<file path="config.mk">
export PLATFORM = sky130hd
export DESIGN_NAME = uart_tx_fifo_flat
export DESIGN_NICKNAME = d
export VERILOG_FILES = /design/src/rtl/uart_tx_fifo_if.sv /design/src/rtl/uart_tx_fifo.sv /design/src/flat_wrapper.sv
export SDC_FILE = /design/constraint.sdc
export NUM_CORES = 1
export LEC_CHECK = 0
export CORE_UTILIZATION = 55
export DETAILED_ROUTE_END_ITERATION = 12
export HOLD_SLACK_MARGIN = 0.06
export PLACE_DENSITY = 0.74
export SYNTH_ARGS = -nofsm -noshare
export SYNTH_HDL_FRONTEND = slang
export SYNTH_SLANG_ARGS = --single-unit
export TNS_END_PERCENT = 20
</file>
<file path="constraint.sdc">
create_clock -name clk -period 2.4 [get_ports clk]
set_clock_uncertainty 0.05 [all_clocks]
set_input_delay 0.48 -clock clk [delete_from_list [all_inputs] [get_ports clk]]
set_output_delay 0.48 -clock clk [all_outputs]
set_load 0.01 [all_outputs]
</file>
<file path="src/rtl/uart_tx_fifo_if.sv">
// CPU store-path strobe/data and transmitter status, bundled for the serial port.
// The CPU side uses the master modport; the transmitter uses the slave modport.
interface uart_tx_fifo_if #(
  parameter int CNT_W = 3
);
  logic             wr_en;
  logic [7:0]       wr_data;
  logic             txd;
  logic             tbre;
  logic             tsre;
  logic             full;
  logic [CNT_W-1:0] level;

  modport master (
    output wr_en,
    output wr_data,
    input  txd,
    input  tbre,
    input  tsre,
    input  full,
    input  level
  );

  modport slave (
    input  wr_en,
    input  wr_data,
    output txd,
    output tbre,
    output tsre,
    output full,
    output level
  );
endinterface

</file>
<file path="src/rtl/uart_tx_fifo.sv">
// 8N1 serial transmitter fed by a DEPTH-byte FIFO; first start bit one edge after a write to an empty FIFO.
// No backpressure: a write while full is silently dropped, full/level let the CPU pace itself.
module uart_tx_fifo #(
  parameter int CLK_DIV = 16,
  parameter int DEPTH   = 4,
  parameter int CNT_W   = 3
) (
  input  logic          clk,
  input  logic          rst,
  uart_tx_fifo_if.slave bus
);

  localparam int PTR_W  = $clog2(DEPTH);
  localparam int BAUD_W = $clog2(CLK_DIV);

  typedef enum logic [1:0] {
    IDLE,
    START,
    DATA,
    STOP
  } state_t;

  state_t            state;
  logic [7:0]        mem [DEPTH];
  logic [PTR_W-1:0]  wr_ptr;
  logic [PTR_W-1:0]  rd_ptr;
  logic [CNT_W-1:0]  level;
  logic [BAUD_W-1:0] baud_cnt;
  logic [2:0]        bit_idx;
  logic [7:0]        shift;
  logic              txd;

  logic full;
  logic bit_end;
  logic push;
  logic pop;

  // full uses pre-edge occupancy, so a write is dropped even if a pop shares the edge
  assign full    = (level == CNT_W'(DEPTH));
  assign bit_end = (baud_cnt == BAUD_W'(CLK_DIV - 1));
  assign push    = bus.wr_en && !full;
  assign pop     = (level != '0) && ((state == IDLE) || (state == STOP && bit_end));

  always_ff @(posedge clk) begin
    if (push) begin
      mem[wr_ptr] <= bus.wr_data;
    end
  end

  always_ff @(posedge clk) begin
    if (rst) begin
      wr_ptr <= '0;
      rd_ptr <= '0;
      level  <= '0;
    end else begin
      if (push) begin
        wr_ptr <= wr_ptr + PTR_W'(1);
      end
      if (pop) begin
        rd_ptr <= rd_ptr + PTR_W'(1);
      end
      if (push && !pop) begin
        level <= level + CNT_W'(1);
      end else if (pop && !push) begin
        level <= level - CNT_W'(1);
      end
    end
  end

  always_ff @(posedge clk) begin
    if (rst) begin
      state    <= IDLE;
      txd      <= 1'b1;
      baud_cnt <= '0;
      bit_idx  <= '0;
      shift    <= '0;
    end else begin
      baud_cnt <= bit_end ? '0 : baud_cnt + BAUD_W'(1);
      case (state)
        IDLE: begin
          baud_cnt <= '0;
          if (pop) begin
            shift <= mem[rd_ptr];
            txd   <= 1'b0;
            state <= START;
          end
        end
        START: begin
          if (bit_end) begin
            bit_idx <= '0;
            txd     <= shift[0];
            state   <= DATA;
          end
        end
        DATA: begin
          if (bit_end) begin
            if (bit_idx == 3'd7) begin
              txd   <= 1'b1;
              state <= STOP;
            end else begin
              bit_idx <= bit_idx + 3'd1;
              txd     <= shift[bit_idx + 3'd1];
            end
          end
        end
        STOP: begin
          // Back-to-back frames: the next start bit follows the stop bit directly
          if (bit_end) begin
            if (pop) begin
              shift <= mem[rd_ptr];
              txd   <= 1'b0;
              state <= START;
            end else begin
              state <= IDLE;
            end
          end
        end
        default: state <= IDLE;
      endcase
    end
  end

  assign bus.txd   = txd;
  assign bus.tbre  = (level == '0);
  assign bus.tsre  = (state == IDLE);
  assign bus.full  = full;
  assign bus.level = level;

endmodule

</file>
<file path="src/flat_wrapper.sv">
// flat-port wrapper written by rule: the top's interface ports become plain ports
module uart_tx_fifo_flat 
#(
  parameter int CLK_DIV = 16,
  parameter int DEPTH   = 4,
  parameter int CNT_W   = 3
)
  (clk, rst, bus_wr_en, bus_wr_data, bus_txd, bus_tbre, bus_tsre, bus_full, bus_level);
  uart_tx_fifo_if #(.CNT_W(CNT_W)) bus_i ();
  input  logic clk;
  input  logic rst;
  input wire logic [$bits(bus_i.wr_en)-1:0] bus_wr_en;
  input wire logic [$bits(bus_i.wr_data)-1:0] bus_wr_data;
  output wire logic [$bits(bus_i.txd)-1:0] bus_txd;
  output wire logic [$bits(bus_i.tbre)-1:0] bus_tbre;
  output wire logic [$bits(bus_i.tsre)-1:0] bus_tsre;
  output wire logic [$bits(bus_i.full)-1:0] bus_full;
  output wire logic [$bits(bus_i.level)-1:0] bus_level;
  assign bus_i.wr_en = bus_wr_en;
  assign bus_i.wr_data = bus_wr_data;
  assign bus_txd = bus_i.txd;
  assign bus_tbre = bus_i.tbre;
  assign bus_tsre = bus_i.tsre;
  assign bus_full = bus_i.full;
  assign bus_level = bus_i.level;
  uart_tx_fifo #(.CLK_DIV(CLK_DIV), .DEPTH(DEPTH), .CNT_W(CNT_W)) u_core (.clk(clk), .rst(rst), .bus(bus_i));
endmodule
</file>
After elaboration in Yosys (flattened, before gate mapping)
Memory sizes are Yosys's and may differ from the RTL's. A register that Yosys moved wholly into a read port is not among the register bits. Cells that the tools add are included.

Add/subtract/negate cells: 6. Multiply operators: 0. Divide/modulo/power cells: 0. Magnitude comparators: 1. Equality and inequality tests: 12. Shift operators: 0. Multiplexer cells: 28. Bitwise operators: 0. Reduce and logical (&&, ||, !) cells: 20.

Operators by type and width (number): 8-bit two-way mux (2); 8-bit case mux with 2 select lines (1); 3-bit two-way mux (5); 2-bit two-way mux (7); 2-bit by 1-bit inequality test with 1-bit output (second input constant) (5); 1-bit two-way mux (9); 2-bit case mux with 4 select lines (1); 3-bit by 1-bit adder with 3-bit output (second input constant) (2); 3-bit equality test (second input constant) (2); 3-bit case mux with 2 select lines (1); 2-bit nonzero test (3); 1-bit logical AND (5); 5-bit AND reduction (1); 2-bit by 1-bit adder with 2-bit output (second input constant) (2); 4-bit by 1-bit adder with 4-bit output (second input constant) (1); 2-bit equality test (second input constant) (2); 4-bit equality test (second input constant) (1); 3-bit by 4-bit less-than comparator with 1-bit output (second input constant) (1); 1-bit case mux with 4 select lines (1); 4-bit AND reduction (1); 1-bit binary-select mux with 3-bit select (1); 1-bit zero test (3); 3-bit zero test (1); 3-bit AND reduction (1); 8 further kinds (8).

Register bits: 25. Latch bits: 0. Memory bits (writable): 32. ROM bits: 0. Bits of input ports: 11. Output and inout bits: 7. Logic and storage cells: 76. Memories kept: 1.

Memory list: u_core.mem (words 4, width 8, read ports 1, clocked after memory_dff 1, wr ports 1, line uart_tx_fifo.sv:24) `logic [7:0] mem [DEPTH];`.

Longest topological paths before layout
Gate-level depths: netlist (run 1).

Depth after elaboration: 7. Depth in mapped cells: 11. Depth with buffers taken out: 11.

Least setup slack after synthesis (run 1)
Ideal clock, no wire load.

Kind: register to register. Start: register u_core.level[0], in the netlist u_core.bus.level[0]. End: register u_core.level[2], in the netlist u_core.bus.level[2]. Library setup time: 0.071 ns. Arrival time: 2.277 ns. Data required time: 2.279 ns. Path slack: 0.002 ns. Stages on the path, launching flop included: 10. Path buffers: 0. Period minus slack after synthesis: 2.398 ns. Cell sequence: dfxtp_1 nor3_2 a21oi_2 inv_1 ha_1 inv_1 fa_1 xor2_1 or3_1 a21oi_1.

Longest elaborated chain between the ends: 6. Elaborated cells between the ends (all ways): 14. Those cells by class: add/sub: 2; eq/ne: 1; mux: 2; reduce/logical: 9.

Ends and longest elaborated chain: start, declared (line uart_tx_fifo.sv:27) `logic [CNT_W-1:0] level;`; start signal, assigned (line uart_tx_fifo.sv:63) `level <= level + CNT_W'(1);`; start signal, assigned (line uart_tx_fifo.sv:65) `level <= level - CNT_W'(1);`; parallel branches: the longest is 6 deep, another holds 3-bit by 1-bit subtractor with 3-bit output.

Parallel ways; which one is timed is not known. The select of a mux whose other input is x is not followed. A chain may end at the register's enable or synchronous reset.

Worst setup path in the final report (run 1)
Start: register u_core.level[0], in the netlist u_core.bus.level[0]. End: output port bus_tbre.

Longest elaborated chain between the ends: 1.

Ends and longest elaborated chain: 3-bit zero test (line uart_tx_fifo.sv:124) `assign bus.tbre = (level == '0);`; end, declared (line flat_wrapper.sv:15) `output wire logic [$bits(bus_i.tbre)-1:0] bus_tbre;`.

Every way passes these cells.

==> flow_metrics.tcl, run 1 <==
set metrics [dict create \
    finalMaxSlewViolations 0 \
    antenna_found_initial 0 \
    cp_max_fo 5 \
    place_congestion 0.761 \
    die-area_sq_um 4920 \
    design.core.area_sq_um 4410 \
    drc 0 \
    syn_to_final_growth_pct 18.4 \
    ir_drop_mv 0.581 \
    vias 1505 \
    htreeDepth 3 \
    whs_ns 0.414 \
    setup_viol 0 \
    cts_tree "yes" \
    clkTransAtPathRegs_ns 0.07 \
    drive_above_1_share 0.205 \
    io_pins 18 \
    wirelength_um 4460 \
    crit_required_ns 1.87 \
    fin_area_sq_um 3020 \
    fin_tns_setup_ns 0 \
    holdBufCountCts 0 \
    worst-setup-path-type "reg -> out" \
    row_count 24 \
    clockRootBuffer "clkbuf_8" \
    leakage_nw 1.13 \
    routedWlPerCell_um 16.7 \
    diodes 0 \
    start_util 0.579 \
    fmax_mhz 440 \
    worst_pin_slew_ns 0.534 \
    viasPerCell 5.64 \
    hpwlAfterDp_um 3180 \
    dr.first_iter.drc_count 86 \
    layout_common_cells "32 x edfxtp_1, 26 x dfxtp_1, 23 x nor2_1, 17 x clkdlybuf4s50_1, 12 x ha_1" \
    dp.cells 251 \
    postSynthCellCount 181 \
    worst_hold_path_type "reg -> reg" \
    synth_cell_types 40 \
    grt_pass1_vias 1550 \
    port_buffers 17 \
    place_area_sq_um 2820 \
    cts.sinks 59 \
    instances_no_fill 267 \
    rsz0062_at_grt "no" \
    yosysWarningCount 0 \
    worstSetupEndpointType "output pin" \
    cts_made_buffers 9 \
    grt_max_degree 13 \
    grt_pass1_wl_um 7300 \
    relSlewSlack 0.644 \
    ys_ff_latch 59 \
    outcome "completed" \
    die_w_um 70.2 \
    period_needed_ns 2.27 \
    avgSynthCellArea_sq_um 14.1 \
    grt-ovfl-total 0 \
    p_per_area_nw_per_um2 1170 \
    fin_crit_sh 0.948 \
    arrival_ns 1.74 \
    final_nets 235 \
    die_y_um 70.2 \
    maxCapViolCount 0 \
    fin_util 0.685 \
    syn_nets 206 \
    synth_seq_area_share 0.588 \
    grt_usage 0.200 \
    hold_viol 0 \
    clk_latency_ns 0.33 \
    first_pass_iters 4 \
    drt.antenna.violating_nets 0 \
    mappedNetlistArea_sq_um 2550 \
    startpoint_type "flip-flop" \
    clockBufferDepth 2 \
    layout_commonest_cell "edfxtp_1" \
]
-- worst max-delay path, stage by stage, from the launching register on --
cell             delay, ns
dfxtp_1               0.38
nor3_2                0.28
buf_4                 0.21
clkdlybuf4s50_1       0.55
-- power breakdown --
part,total (mW),switching (mW),internal (mW),leakage (nW)
registers,1.41,0.155,1.26,0.515
clock network,0.898,0.413,0.485,0.0998
logic,1.23,0.591,0.642,0.513
-- path summary, 6_finish.rpt --
check / startpoint / to / slack (ns) / depth (start not counted)
setup reg to reg: u_core.state[0]$_SDFFE_PP0P_ / u_core.bus.level[2]$_SDFFE_PP0P_ / 0.17 / 11
setup / recovery: u_core.bus.level[0]$_SDFFE_PP0P_ / bus_tbre / 0.13 / 3
hold reg to reg: u_core.bit_idx[1]$_SDFFE_PP0P_ / u_core.bit_idx[1]$_SDFFE_PP0P_ / 0.41 / 2
hold / removal: u_core.bit_idx[1]$_SDFFE_PP0P_ / u_core.bit_idx[1]$_SDFFE_PP0P_ / 0.41 / 2
-- through the flow --
stage                     total power [mW]  worst slack [ns]
after floorplan                       2.26           0.00173
after detailed placement              2.66            -0.126
after global placement                2.58            0.0337
final                                 3.54             0.125
after CTS                             3.56            0.0963
after global routing                  3.73            0.0364
-- cells by family (layout without fill, tap and decap cells) --
| group | Yosys count | count (layout) | synth area share |
|---|---|---|---|
| buf+inv | 16 | 50 | 0.0240 |
| fa+ha+maj | 14 | 14 | 0.0715 |
| flops | 59 | 59 | 0.588 |
| compound gates | 17 | 17 | 0.0622 |
| xor+xnor | 6 | 6 | 0.0206 |
| simple gates | 47 | 47 | 0.0955 |
| mux | 22 | 22 | 0.139 |
-- cells in the mapped netlist, drive strengths merged --
master / count / area share
o311ai: 1 / 0.0034
dfxtp: 27 / 0.21
a221oi: 1 / 0.010
mux2: 1 / 0.0044
and3: 1 / 0.0025
o311a: 1 / 0.0039
ha: 13 / 0.064
a21oi: 7 / 0.020
nand2: 2 / 0.0029
nor2: 23 / 0.034
clkbuf: 5 / 0.0078
xnor2: 3 / 0.010
buf: 1 / 0.0015
a31o: 1 / 0.0034
nand4: 3 / 0.0073
a211oi: 1 / 0.0049
xor2: 3 / 0.010
mux2i: 11 / 0.043
o21ai: 3 / 0.0073
a311oi: 1 / 0.0034
o2111ai: 1 / 0.0059
nor3: 1 / 0.0039
edfxtp: 32 / 0.38
inv: 10 / 0.015
nand2b: 2 / 0.0049
nor3b: 1 / 0.0029
nor2b: 3 / 0.0073
and2: 4 / 0.0098
and4: 1 / 0.0034
fa: 1 / 0.0078
nor4b: 1 / 0.0034
nand3: 2 / 0.0039
mux4: 10 / 0.091
or3: 3 / 0.0093
-- final cells by class --
type	count	area [sq um]
well taps	52	65.1
inverters	10	37.5
clock buffers	9	124
multi-input cells	106	995
fillers	303	1390
clock inverters	7	77.6
flip-flops and latches	59	1500
repair buffers	24	223
-- sequential cells by signal, indices dropped and copies added, names as in the netlist, named ones only --
name,cells
u_core.baud_cnt,4
u_core.bit_idx,3
u_core.bus.level,3
u_core.bus.txd,1
u_core.mem,32
u_core.rd_ptr,2
u_core.shift,8
u_core.state,2
u_core.wr_ptr,2
-- routing by layer --
layer	global-route usage	routed length [um]
met5	0	0
met3	0.0606	153
met2	0.332	2300
met4	0.0956	128
met1	0.238	1880
-- repair_timing --
item / CTS / global route
buffers inserted: 0 / 0
resized for setup: 0 / 3
endpoints found under the setup margin: 0 / 1
(Power assumes the default switching activity.)
==> inputs of run 2 (changes only) <==
--- a/config.mk
+++ b/config.mk
@@ -5,6 +5,7 @@
 export SDC_FILE = /design/constraint.sdc
 export NUM_CORES = 1
 export LEC_CHECK = 0
+export CORE_ASPECT_RATIO = 1.4
 export CORE_UTILIZATION = 55
 export DETAILED_ROUTE_END_ITERATION = 12
 export HOLD_SLACK_MARGIN = 0.06
==> run 2 against run 1 <==
- clock power decreased by 6.8%
- count of clock-buffer cells in the layout did not move
- sequential share of layout area is 0.14 points higher
- combinational power about the same
- via count fell by 1.7%
- register-to-register slack lost 0.02 ns
- worst hold slack lost 0.0095 ns
- fmax up 0.90%
- cell count grew 3.4%
- die area about the same
- power is 2.7% lower
- critical path type is now reg -> reg
- critical endpoint is now u_core.bus.level[2]$_SDFFE_PP0P_
- largest cell class unchanged
==> flow_metrics.tcl, run 2 (synthesis gave the netlist of run 1 again) <==
set metrics [dict create \
    layout_common_cells "32 x edfxtp_1, 27 x dfxtp_1, 23 x nor2_1, 17 x clkdlybuf4s50_1, 13 x ha_1" \
    startpoint_type "flip-flop" \
    min_from "u_core.baud_cnt[0]$_SDFF_PP0_" \
    hold_viol 0 \
    place_congestion 0.731 \
    top_register "u_core.mem" \
    cts.repair.resized 0 \
    fin_ws_ns 0.145 \
    crit_required_ns 2.61 \
    antenna_found_initial 0 \
    row_count 29 \
    port_buffers 17 \
    dr.first_iter.drc_count 80 \
    cts.sinks 59 \
    worst_hold_path_type "reg -> reg" \
    fmax_mhz 444 \
    arrival_ns 2.46 \
    syn_to_final_growth_pct 17.9 \
    vias 1479 \
    grt-ovfl-total 0 \
    worst-setup-path-type "reg -> reg" \
    fin_crit_sh 0.939 \
    period_needed_ns 2.25 \
    cp_max_fo 5 \
    layout_commonest_cell "edfxtp_1" \
    grt_max_degree 14 \
    worst_pin_slew_ns 0.555 \
    clockRootBuffer "clkbuf_8" \
    regToRegStartpoint "u_core.state[1]$_SDFFE_PP0P_" \
    holdBufCountCts 0 \
    drc 0 \
    grt_usage 0.205 \
    viasPerCell 5.36 \
    final_nets 235 \
    outcome "completed" \
    htreeDepth 3 \
    clkTransAtPathRegs_ns 0.06 \
    largestRegisters "u_core.mem: 32 flops, u_core.shift: 8 flops, u_core.baud_cnt: 4 flops" \
    place_area_sq_um 2820 \
    first_pass_iters 4 \
    grt_pass1_wl_um 6910 \
    drt.antenna.violating_nets 0 \
    r2r-end "u_core.bus.level[2]$_SDFFE_PP0P_" \
    diodes 0 \
    worstSetupEndpointType "flip-flop" \
    p_per_area_nw_per_um2 1140 \
    io_pins 18 \
    fin_tns_setup_ns 0 \
    start_util 0.568 \
    clockBufferDepth 2 \
    die-area_sq_um 4930 \
    n_fill_cell 368 \
    finalMaxSlewViolations 0 \
    leakage_nw 1.12 \
    routedWlPerCell_um 15.6 \
    clk_latency_ns 0.33 \
    whs_ns 0.405 \
    design.core.area_sq_um 4500 \
    cts_tree "yes" \
    grt_pass1_vias 1505 \
    maxCapViolCount 0 \
    die_y_um 82.6 \
    cts_made_buffers 9 \
    die_w_um 59.6 \
    place_ws_ns -0.0889 \
    fin_area_sq_um 3010 \
    largest_reg_flops 32 \
    whs_endpoint "u_core.baud_cnt[0]$_SDFF_PP0_" \
    power_mw 3.45 \
    min_delay_path_depth 1 \
    ir_drop_mv 0.572 \
    wirelength_um 4310 \
    relSlewSlack 0.629 \
    r2r_cells 11 \
    drive_above_1_share 0.178 \
    hpwlAfterDp_um 3140 \
    rrSetupSlack_ns 0.15 \
    setup_viol 0 \
    rsz0062_at_grt "no" \
]
run 2: worst max-delay path: stages (launching register included):
cell     delay, ns
dfxtp_1       0.42
inv_1         0.11
ha_1          0.21
inv_1         0.07
a21oi_2       0.06
inv_1         0.06
ha_1          0.16
inv_1         0.06
fa_1          0.37
xor2_1        0.16
or3_1         0.30
a21oi_1       0.15
run 2: power breakdown:
part	internal (mW)	switching, mW	leakage (nW)
clock network	0.464	0.373	0.0862
logic	0.638	0.570	0.516
registers	1.26	0.148	0.515
run 2: timing repair:
item | CTS | global route
setup endpoints to repair | 0 | 2
hold endpoints to repair | 0 | 0
setup buffers | 0 | 1
run 2: area by class of cell:
type	instances	area [sq um]	share of cell area
clock buffer	9	124	0.0411
tap	62	77.6	0.0257
timing repair buffer	24	223	0.0739
multi-input combinational	106	992	0.329
inverter	10	37.5	0.0125
clock inverter	6	57.6	0.0191
sequential	59	1500	0.498
run 2: worst max-delay path by stage:
| stage | start | to | depth (start not counted) |
|---|---|---|---|
| 5_1_grt | u_core.state[1]$_SDFFE_PP0P_ | u_core.bus.level[2]$_SDFFE_PP0P_ | 11 |
| 2_1_floorplan | u_core.bus.level[0]$_SDFFE_PP0P_ | u_core.bus.level[2]$_SDFFE_PP0P_ | 9 |
| 6_report | u_core.state[1]$_SDFFE_PP0P_ | u_core.bus.level[2]$_SDFFE_PP0P_ | 11 |
| 3_3_place_gp | bus_wr_en | u_core.bus.level[2]$_SDFFE_PP0P_ | 8 |
| 3_5_place_dp | bus_wr_en | u_core.bus.level[2]$_SDFFE_PP0P_ | 8 |
| 4_1_cts | u_core.state[1]$_SDFFE_PP0P_ | u_core.bus.level[2]$_SDFFE_PP0P_ | 10 |
run 2: stage by stage:
step / util / instances
after detailed placement: 0.628 / 260
after floorplan: - / 181
after global routing: 0.670 / 276
after global placement: 0.628 / 260
after CTS: 0.668 / 275
final: 0.670 / 276
run 2: metal layers:
| layer | track usage | routed length, um | part of all wire |
|---|---|---|---|
| met5 | 0 | 0 | 0 |
| met4 | 0.105 | 76 | 0.018 |
| met3 | 0.0561 | 125 | 0.029 |
| met2 | 0.373 | 2460 | 0.57 |
| met1 | 0.212 | 1650 | 0.38 |
